$ cat src/rtl/decode_issue_reg.sv
`default_nettype none
// ============================================================================
//  Module      : decode_issue_reg
//  Description : RV32I/M/Zicsr instruction decoder fused with the ID/EX
//                control register. Flags illegal encodings and holds
//                multi-cycle MUL/DIV operations in EX while requesting an
//                upstream stall.
//  Revision    : 1.0 - initial release
// ============================================================================
module decode_issue_reg #(
  parameter int EN_M       = 1,
  parameter int EN_CSR     = 1,
  parameter int ALU_CTRL_W = 5,
  parameter int MUL_LAT    = 2,
  parameter int DIV_LAT    = 16
) (
  input  logic                  CPU_CLK,
  input  logic                  CPU_RST,
  input  logic [31:0]           InstrD,
  input  logic                  ValidD,
  input  logic                  StallE,
  input  logic                  FlushE,
  output logic                  JalD,
  output logic                  BusyD,
  output logic                  ValidE,
  output logic                  IllegalE,
  output logic                  JalrE,
  output logic [2:0]            RegWriteE,
  output logic                  MemToRegE,
  output logic                  LoadNpcE,
  output logic [3:0]            MemWriteE,
  output logic [1:0]            RegReadE,
  output logic [2:0]            BranchTypeE,
  output logic [2:0]            ImmTypeE,
  output logic                  AluSrc1E,
  output logic [1:0]            AluSrc2E,
  output logic [ALU_CTRL_W-1:0] AluContrlE,
  output logic [1:0]            CsrOpE,
  output logic                  CsrImmE
);

  // Opcodes
  localparam logic [6:0] OP_LUI    = 7'b0110111;
  localparam logic [6:0] OP_AUIPC  = 7'b0010111;
  localparam logic [6:0] OP_JAL    = 7'b1101111;
  localparam logic [6:0] OP_JALR   = 7'b1100111;
  localparam logic [6:0] OP_BRANCH = 7'b1100011;
  localparam logic [6:0] OP_LOAD   = 7'b0000011;
  localparam logic [6:0] OP_STORE  = 7'b0100011;
  localparam logic [6:0] OP_IMM    = 7'b0010011;
  localparam logic [6:0] OP_REG    = 7'b0110011;
  localparam logic [6:0] OP_SYSTEM = 7'b1110011;

  localparam logic [6:0] FN7_BASE = 7'b0000000;
  localparam logic [6:0] FN7_ALT  = 7'b0100000;
  localparam logic [6:0] FN7_MUL  = 7'b0000001;

  // Register write modes
  localparam logic [2:0] NOREGWRITE = 3'd0;
  localparam logic [2:0] RW_LB      = 3'd1;
  localparam logic [2:0] RW_LH      = 3'd2;
  localparam logic [2:0] RW_LW      = 3'd3;
  localparam logic [2:0] RW_LBU     = 3'd4;
  localparam logic [2:0] RW_LHU     = 3'd5;

  // Branch types
  localparam logic [2:0] BR_BEQ  = 3'd1;
  localparam logic [2:0] BR_BNE  = 3'd2;
  localparam logic [2:0] BR_BLT  = 3'd3;
  localparam logic [2:0] BR_BLTU = 3'd4;
  localparam logic [2:0] BR_BGE  = 3'd5;
  localparam logic [2:0] BR_BGEU = 3'd6;

  // Immediate types
  localparam logic [2:0] IMM_R = 3'd0;
  localparam logic [2:0] IMM_I = 3'd1;
  localparam logic [2:0] IMM_S = 3'd2;
  localparam logic [2:0] IMM_B = 3'd3;
  localparam logic [2:0] IMM_U = 3'd4;
  localparam logic [2:0] IMM_J = 3'd5;

  // RV32I ALU operation codes (zero-extended onto AluContrl)
  localparam logic [3:0] ALU_SLL  = 4'd0;
  localparam logic [3:0] ALU_SRL  = 4'd1;
  localparam logic [3:0] ALU_SRA  = 4'd2;
  localparam logic [3:0] ALU_ADD  = 4'd3;
  localparam logic [3:0] ALU_SUB  = 4'd4;
  localparam logic [3:0] ALU_XOR  = 4'd5;
  localparam logic [3:0] ALU_OR   = 4'd6;
  localparam logic [3:0] ALU_AND  = 4'd7;
  localparam logic [3:0] ALU_SLT  = 4'd8;
  localparam logic [3:0] ALU_SLTU = 4'd9;
  localparam logic [3:0] ALU_LUI  = 4'd10;

  // Counter reload values: an L-cycle op stays busy for L-1 extra cycles
  localparam logic [5:0] MUL_RELOAD = 6'(MUL_LAT - 1);
  localparam logic [5:0] DIV_RELOAD = 6'(DIV_LAT - 1);

  typedef struct packed {
    logic                  illegal;
    logic                  jalr;
    logic [2:0]            reg_write;
    logic                  mem_to_reg;
    logic                  load_npc;
    logic [3:0]            mem_write;
    logic [1:0]            reg_read;
    logic [2:0]            branch_type;
    logic [2:0]            imm_type;
    logic                  alu_src1;
    logic [1:0]            alu_src2;
    logic [ALU_CTRL_W-1:0] alu_ctrl;
    logic [1:0]            csr_op;
    logic                  csr_imm;
  } ctrl_t;

  function automatic logic [ALU_CTRL_W-1:0] alu_code(input logic [3:0] code);
    return {{(ALU_CTRL_W-4){1'b0}}, code};
  endfunction

  // M-extension ops: MSB set, low three bits carry Fn3
  function automatic logic [ALU_CTRL_W-1:0] m_code(input logic [2:0] fn3);
    logic [ALU_CTRL_W-1:0] c;
    c = '0;
    c[ALU_CTRL_W-1] = 1'b1;
    c[2:0] = fn3;
    return c;
  endfunction

  // The bubble / illegal control set: no side effects, ALU does ADD
  function automatic ctrl_t nop_ctrl();
    ctrl_t c;
    c = '0;
    c.reg_write = NOREGWRITE;
    c.imm_type  = IMM_R;
    c.alu_ctrl  = alu_code(ALU_ADD);
    return c;
  endfunction

  logic [6:0] opcode;
  logic [2:0] fn3;
  logic [6:0] fn7;
  logic       unused_fields;

  assign opcode = InstrD[6:0];
  assign fn3    = InstrD[14:12];
  assign fn7    = InstrD[31:25];
  // Register indices and immediates are extracted elsewhere in the pipeline
  assign unused_fields = ^{InstrD[24:15], InstrD[11:7]};

  ctrl_t      dec;
  logic       legal;
  logic       m_op;
  logic       m_load;
  logic [5:0] reload;

  ctrl_t      ex;
  logic       valid_e;
  logic [5:0] cnt;

  // Combinational decode of the ID-stage instruction
  always_comb begin
    dec   = nop_ctrl();
    legal = 1'b1;
    m_op  = 1'b0;
    case (opcode)
      OP_LUI: begin
        dec.reg_write = RW_LW;
        dec.imm_type  = IMM_U;
        dec.alu_src2  = 2'b10;
        dec.alu_ctrl  = alu_code(ALU_LUI);
      end
      OP_AUIPC: begin
        dec.reg_write = RW_LW;
        dec.imm_type  = IMM_U;
        dec.alu_src1  = 1'b1;
        dec.alu_src2  = 2'b10;
      end
      OP_JAL: begin
        dec.reg_write = RW_LW;
        dec.load_npc  = 1'b1;
        dec.imm_type  = IMM_J;
      end
      OP_JALR: begin
        legal         = (fn3 == 3'b000);
        dec.jalr      = 1'b1;
        dec.reg_write = RW_LW;
        dec.load_npc  = 1'b1;
        dec.reg_read  = 2'b10;
        dec.imm_type  = IMM_I;
        dec.alu_src2  = 2'b10;
      end
      OP_BRANCH: begin
        dec.reg_read = 2'b11;
        dec.imm_type = IMM_B;
        case (fn3)
          3'b000:  dec.branch_type = BR_BEQ;
          3'b001:  dec.branch_type = BR_BNE;
          3'b100:  dec.branch_type = BR_BLT;
          3'b101:  dec.branch_type = BR_BGE;
          3'b110:  dec.branch_type = BR_BLTU;
          3'b111:  dec.branch_type = BR_BGEU;
          default: legal = 1'b0;
        endcase
      end
      OP_LOAD: begin
        dec.mem_to_reg = 1'b1;
        dec.reg_read   = 2'b10;
        dec.imm_type   = IMM_I;
        dec.alu_src2   = 2'b10;
        case (fn3)
          3'b000:  dec.reg_write = RW_LB;
          3'b001:  dec.reg_write = RW_LH;
          3'b010:  dec.reg_write = RW_LW;
          3'b100:  dec.reg_write = RW_LBU;
          3'b101:  dec.reg_write = RW_LHU;
          default: legal = 1'b0;
        endcase
      end
      OP_STORE: begin
        dec.reg_read = 2'b11;
        dec.imm_type = IMM_S;
        dec.alu_src2 = 2'b10;
        case (fn3)
          3'b000:  dec.mem_write = 4'b0001;
          3'b001:  dec.mem_write = 4'b0011;
          3'b010:  dec.mem_write = 4'b1111;
          default: legal = 1'b0;
        endcase
      end
      OP_IMM: begin
        dec.reg_write = RW_LW;
        dec.reg_read  = 2'b10;
        dec.imm_type  = IMM_I;
        dec.alu_src2  = 2'b10;
        case (fn3)
          3'b000: dec.alu_ctrl = alu_code(ALU_ADD);
          3'b010: dec.alu_ctrl = alu_code(ALU_SLT);
          3'b011: dec.alu_ctrl = alu_code(ALU_SLTU);
          3'b100: dec.alu_ctrl = alu_code(ALU_XOR);
          3'b110: dec.alu_ctrl = alu_code(ALU_OR);
          3'b111: dec.alu_ctrl = alu_code(ALU_AND);
          3'b001: begin
            // Shift amount comes from the rs2 field
            dec.alu_src2 = 2'b01;
            dec.alu_ctrl = alu_code(ALU_SLL);
            legal        = (fn7 == FN7_BASE);
          end
          default: begin
            dec.alu_src2 = 2'b01;
            if (fn7 == FN7_BASE)     dec.alu_ctrl = alu_code(ALU_SRL);
            else if (fn7 == FN7_ALT) dec.alu_ctrl = alu_code(ALU_SRA);
            else                     legal = 1'b0;
          end
        endcase
      end
      OP_REG: begin
        dec.reg_write = RW_LW;
        dec.reg_read  = 2'b11;
        dec.imm_type  = IMM_R;
        if (fn7 == FN7_BASE) begin
          case (fn3)
            3'b000:  dec.alu_ctrl = alu_code(ALU_ADD);
            3'b001:  dec.alu_ctrl = alu_code(ALU_SLL);
            3'b010:  dec.alu_ctrl = alu_code(ALU_SLT);
            3'b011:  dec.alu_ctrl = alu_code(ALU_SLTU);
            3'b100:  dec.alu_ctrl = alu_code(ALU_XOR);
            3'b101:  dec.alu_ctrl = alu_code(ALU_SRL);
            3'b110:  dec.alu_ctrl = alu_code(ALU_OR);
            default: dec.alu_ctrl = alu_code(ALU_AND);
          endcase
        end else if (fn7 == FN7_ALT) begin
          if (fn3 == 3'b000)      dec.alu_ctrl = alu_code(ALU_SUB);
          else if (fn3 == 3'b101) dec.alu_ctrl = alu_code(ALU_SRA);
          else                    legal = 1'b0;
        end else if (fn7 == FN7_MUL && EN_M != 0) begin
          dec.alu_ctrl = m_code(fn3);
          m_op         = 1'b1;
        end else begin
          legal = 1'b0;
        end
      end
      OP_SYSTEM: begin
        // Fn3 000 (ECALL/EBREAK) and 100 are trapped as illegal
        legal         = (EN_CSR != 0) && (fn3[1:0] != 2'b00);
        dec.reg_write = RW_LW;
        dec.imm_type  = IMM_I;
        dec.alu_src2  = 2'b00;
        dec.reg_read  = fn3[2] ? 2'b00 : 2'b10;
        dec.csr_op    = fn3[1:0];
        dec.csr_imm   = fn3[2];
      end
      default: legal = 1'b0;
    endcase

    if (!legal || !ValidD) begin
      dec = nop_ctrl();
    end
    dec.illegal = ValidD && !legal;
  end

  assign JalD   = ValidD && (opcode == OP_JAL);
  assign m_load = ValidD && legal && m_op;
  assign reload = fn3[2] ? DIV_RELOAD : MUL_RELOAD;
  assign BusyD  = (cnt != 6'd0);

  // ID/EX register and multi-cycle residency counter: flush > stall > busy > load
  always_ff @(posedge CPU_CLK or posedge CPU_RST) begin
    if (CPU_RST) begin
      ex      <= nop_ctrl();
      valid_e <= 1'b0;
      cnt     <= 6'd0;
    end else if (FlushE) begin
      ex      <= nop_ctrl();
      valid_e <= 1'b0;
      cnt     <= 6'd0;
    end else if (!StallE) begin
      if (cnt != 6'd0) begin
        cnt <= cnt - 6'd1;
      end else begin
        ex      <= dec;
        valid_e <= ValidD;
        cnt     <= m_load ? reload : 6'd0;
      end
    end
  end

  assign ValidE      = valid_e;
  assign IllegalE    = ex.illegal;
  assign JalrE       = ex.jalr;
  assign RegWriteE   = ex.reg_write;
  assign MemToRegE   = ex.mem_to_reg;
  assign LoadNpcE    = ex.load_npc;
  assign MemWriteE   = ex.mem_write;
  assign RegReadE    = ex.reg_read;
  assign BranchTypeE = ex.branch_type;
  assign ImmTypeE    = ex.imm_type;
  assign AluSrc1E    = ex.alu_src1;
  assign AluSrc2E    = ex.alu_src2;
  assign AluContrlE  = ex.alu_ctrl;
  assign CsrOpE      = ex.csr_op;
  assign CsrImmE     = ex.csr_imm;

endmodule
`default_nettype wire

$ cat config.mk
export PLATFORM = sky130hd
export DESIGN_NAME = decode_issue_reg
export DESIGN_NICKNAME = d
export VERILOG_FILES = /design/src/rtl/decode_issue_reg.sv
export SDC_FILE = /design/constraint.sdc
export NUM_CORES = 1
export LEC_CHECK = 0
export CAP_MARGIN = 10
export CORE_MARGIN = 5
export CORE_UTILIZATION = 45
export DETAILED_ROUTE_END_ITERATION = 7
export GPL_ROUTABILITY_DRIVEN = 1
export HOLD_SLACK_MARGIN = 0.12
export PLACE_DENSITY = 0.78
export REMOVE_ABC_BUFFERS = 1
export SLEW_MARGIN = 20
export SYNTH_ARGS = -nofsm -noshare
export SYNTH_HDL_FRONTEND = slang
export SYNTH_SLANG_ARGS = --single-unit
$ cat constraint.sdc
create_clock -name CPU_CLK -period 5 [get_ports CPU_CLK]
set_clock_uncertainty 0.1 [all_clocks]
set_input_delay 1.25 -clock CPU_CLK [delete_from_list [all_inputs] [get_ports CPU_CLK]]
set_output_delay 1.25 -clock CPU_CLK [all_outputs]
set_load 0.01 [all_outputs]
==> results.toml <==
[detailed_routing]
ant_nets = 0
drcViolationCount = 0
postRouteWirelength_mm = 6.077
wl_per_cell_um = 15.66
drtIter0Drc = 164
viasPerCell = 5.750
vias = 2231
dr.pass1.iters = 4

[finish]
final_cells = 388
antenna_cells = 0
multi_input_area_um2 = 1241
final_cell_mix = "clkdlybuf4s50_1 (54), nand2_1 (38), dfrtp_1 (34)"
drive_gt1_frac = 0.09119
final_util = 0.5899
nets = 356
syn2layout_area_growth_pct = 29.35
seqCellArea_um2 = 903.4
nFillCells = 485
final_common_cell = "clkdlybuf4s50_1"
fin_area_um2 = 2955

[worst_setup_path]
crit_path_start = "InstrD[6]"
crit_arrival_ns = 3.12
r2r_slack_ns = 2.55
rr_endpoint = "RegReadE[0]"
critPathLaunchType = "input pin"
crit_end = "JalD"
r2r_cells = 7
rr_startpoint = "cnt[0]"
crit_type = "input pin to output pin"
cp_max_fo = 11
end_kind = "output pin"
critPathRequiredTime_ns = 3.65

[power]
leakage_nw = 1.152
ir_drop_mv = 0.1377
power-per-cell-area_nw_per_um2 = 278.0

[sta]
tns_ns = 0
min_period_ns = 4.471
final-max-slew-violation-count = 0
relSlewSlack = 0.4812
fin_crit_sh = 0.8941
finalSetupViolCount = 0
tightestPinTransition_ns = 0.7757
rsz0062_at_grt = "no"
hold_viol_final = 0
fmax_mhz = 223.7

[floorplan]
die_w_um = 81.26
rows = 26
ios = 70
start_util = 0.4560
dieArea_um2 = 6602
core-area_um2 = 5010
die_h_um = 81.26

[placed_design]
placed_area_um2 = 2844
port_buffers = 54
place_congestion = 0.8859
dp_cells = 380
dpl.hpwl_mm = 4.342

[global_routing]
grt_usage = 0.2001
grt_pass1_vias = 2150
grt_max_degree = 37
antenna_found_initial = 0
gr-total-overflow = 0
grt_pass1_wl_mm = 10.32

[synth]
syn_area_um2 = 2285
yosys_most_used_dff = "dfrtp_1"
synth_area_per_cell_um2 = 8.400
ys_ff_latch = 36
synthTopCellsByArea = "dfrtp_1 (37%), nand2_1 (6.2%), o21ai_0 (5.3%)"
ys_async_sr_fraction = 1.000
yosysSeqAreaShare = 0.3954
synth_cell_type_count = 61
synth_top_area_frac = 0.3724
yosys_warnings = 0
syn_inst = 272
yosys.area.top_type = "dfrtp_1"
synth-edff-count = 0

[min_path]
holdCritStartpoint = "CsrOpE[0]"
min_path_type = "register to register"

[clocking]
cts_tree = "yes"
clockRootBuffer = "clkbuf_8"
cts_buffers = 5
ctsHoldBuffers = 0
post_cts_resized = 0
clk_pin_slew_worst_paths_ns = 0.07
clk_latency_ns = 0.29
clk_path_buf_depth = 2
post_cts_buffers = 0
cts.htree.levels = 2
clock_sinks = 36

[status]
status = "completed"

[run]
drv_cap = 0
[metal layers]
layer,vias up,wire (um),global-route usage
met5,-,0,0
met4,0,139,0.07601
met3,11,384,0.02328
met2,85,2850,0.3342
met1,1067,2702,0.2653
li1,1068,-,-
[how the worst min path moves through the flow]
| stage | endpoint | slack, ns | depth (start not counted) |
|---|---|---|---|
| floorplan | CsrOpE[0] | 0.41 | 2 |
| global placement | ValidE | 0.36 | 2 |
| detailed placement | CsrOpE[0] | 0.37 | 2 |
| CTS | CsrOpE[0] | 0.39 | 2 |
| global route | CsrImmE | 0.40 | 2 |
| finish | CsrOpE[0] | 0.38 | 2 |
[cells in the mapped netlist (all sizes together), types with 5 or more instances]
cell	instances
a21oi	6
a22o	5
a31oi	5
buf	12
clkbuf	10
dfrtp	34
inv	7
nand2	39
nand2b	7
nand3	18
nor2	22
nor2b	6
nor3	10
o21ai	27
o31ai	5
[cell type report]
class / instances / share of cell area
multi-input cells: 207 / 0.4200
clock buffers: 5 / 0.02329
clock inverters: 3 / 0.01439
flip-flops and latches: 36 / 0.3057
well taps: 70 / 0.02964
repair buffers: 60 / 0.1981
inverters: 7 / 0.008891
[sequential cells by signal, summed over array words and instances (netlist names), 2 cells and up]
signal	count
AluContrlE	5
AluSrc2E	2
BranchTypeE	3
CsrOpE	2
ImmTypeE	3
MemWriteE	3
RegReadE	2
RegWriteE	3
cnt	6
[power breakdown]
part	total [mW]	switching, mW	internal, mW
logic	0.239	0.138	0.101
clock network	0.254	0.106	0.148
registers	0.330	0.0198	0.310
[worst max-delay path, stage by stage]
cell             delay [ns]
clkdlybuf4s50_1        0.67
and4b_1                0.31
and3_1                 0.19
and3_1                 0.16
clkdlybuf4s50_1        0.54
[per-stage QoR]
stage | worst slack [ns] | power [mW] | hold WS [ns]
after global routing | 0.4646 | 0.8674 | 0.4034
after detailed placement | 0.5418 | 0.5687 | 0.3685
after global placement | 0.5842 | 0.5624 | 0.3596
after CTS | 0.5381 | 0.8237 | 0.3857
after floorplan | 1.758 | 0.4755 | 0.4070
final | 0.5293 | 0.8217 | 0.3793
[cell families after synthesis]
logic type	share of synthesized area
adders and majority gates	0.01095
and+or+nand+nor	0.2848
DFF	0.3954
xor gates and xnor gates	0.01534
AOI/OAI and AO/OA	0.2273
buffers and inverters	0.06133
muxes	0.004928
Note: power is estimated with default switching activity, not from simulation.
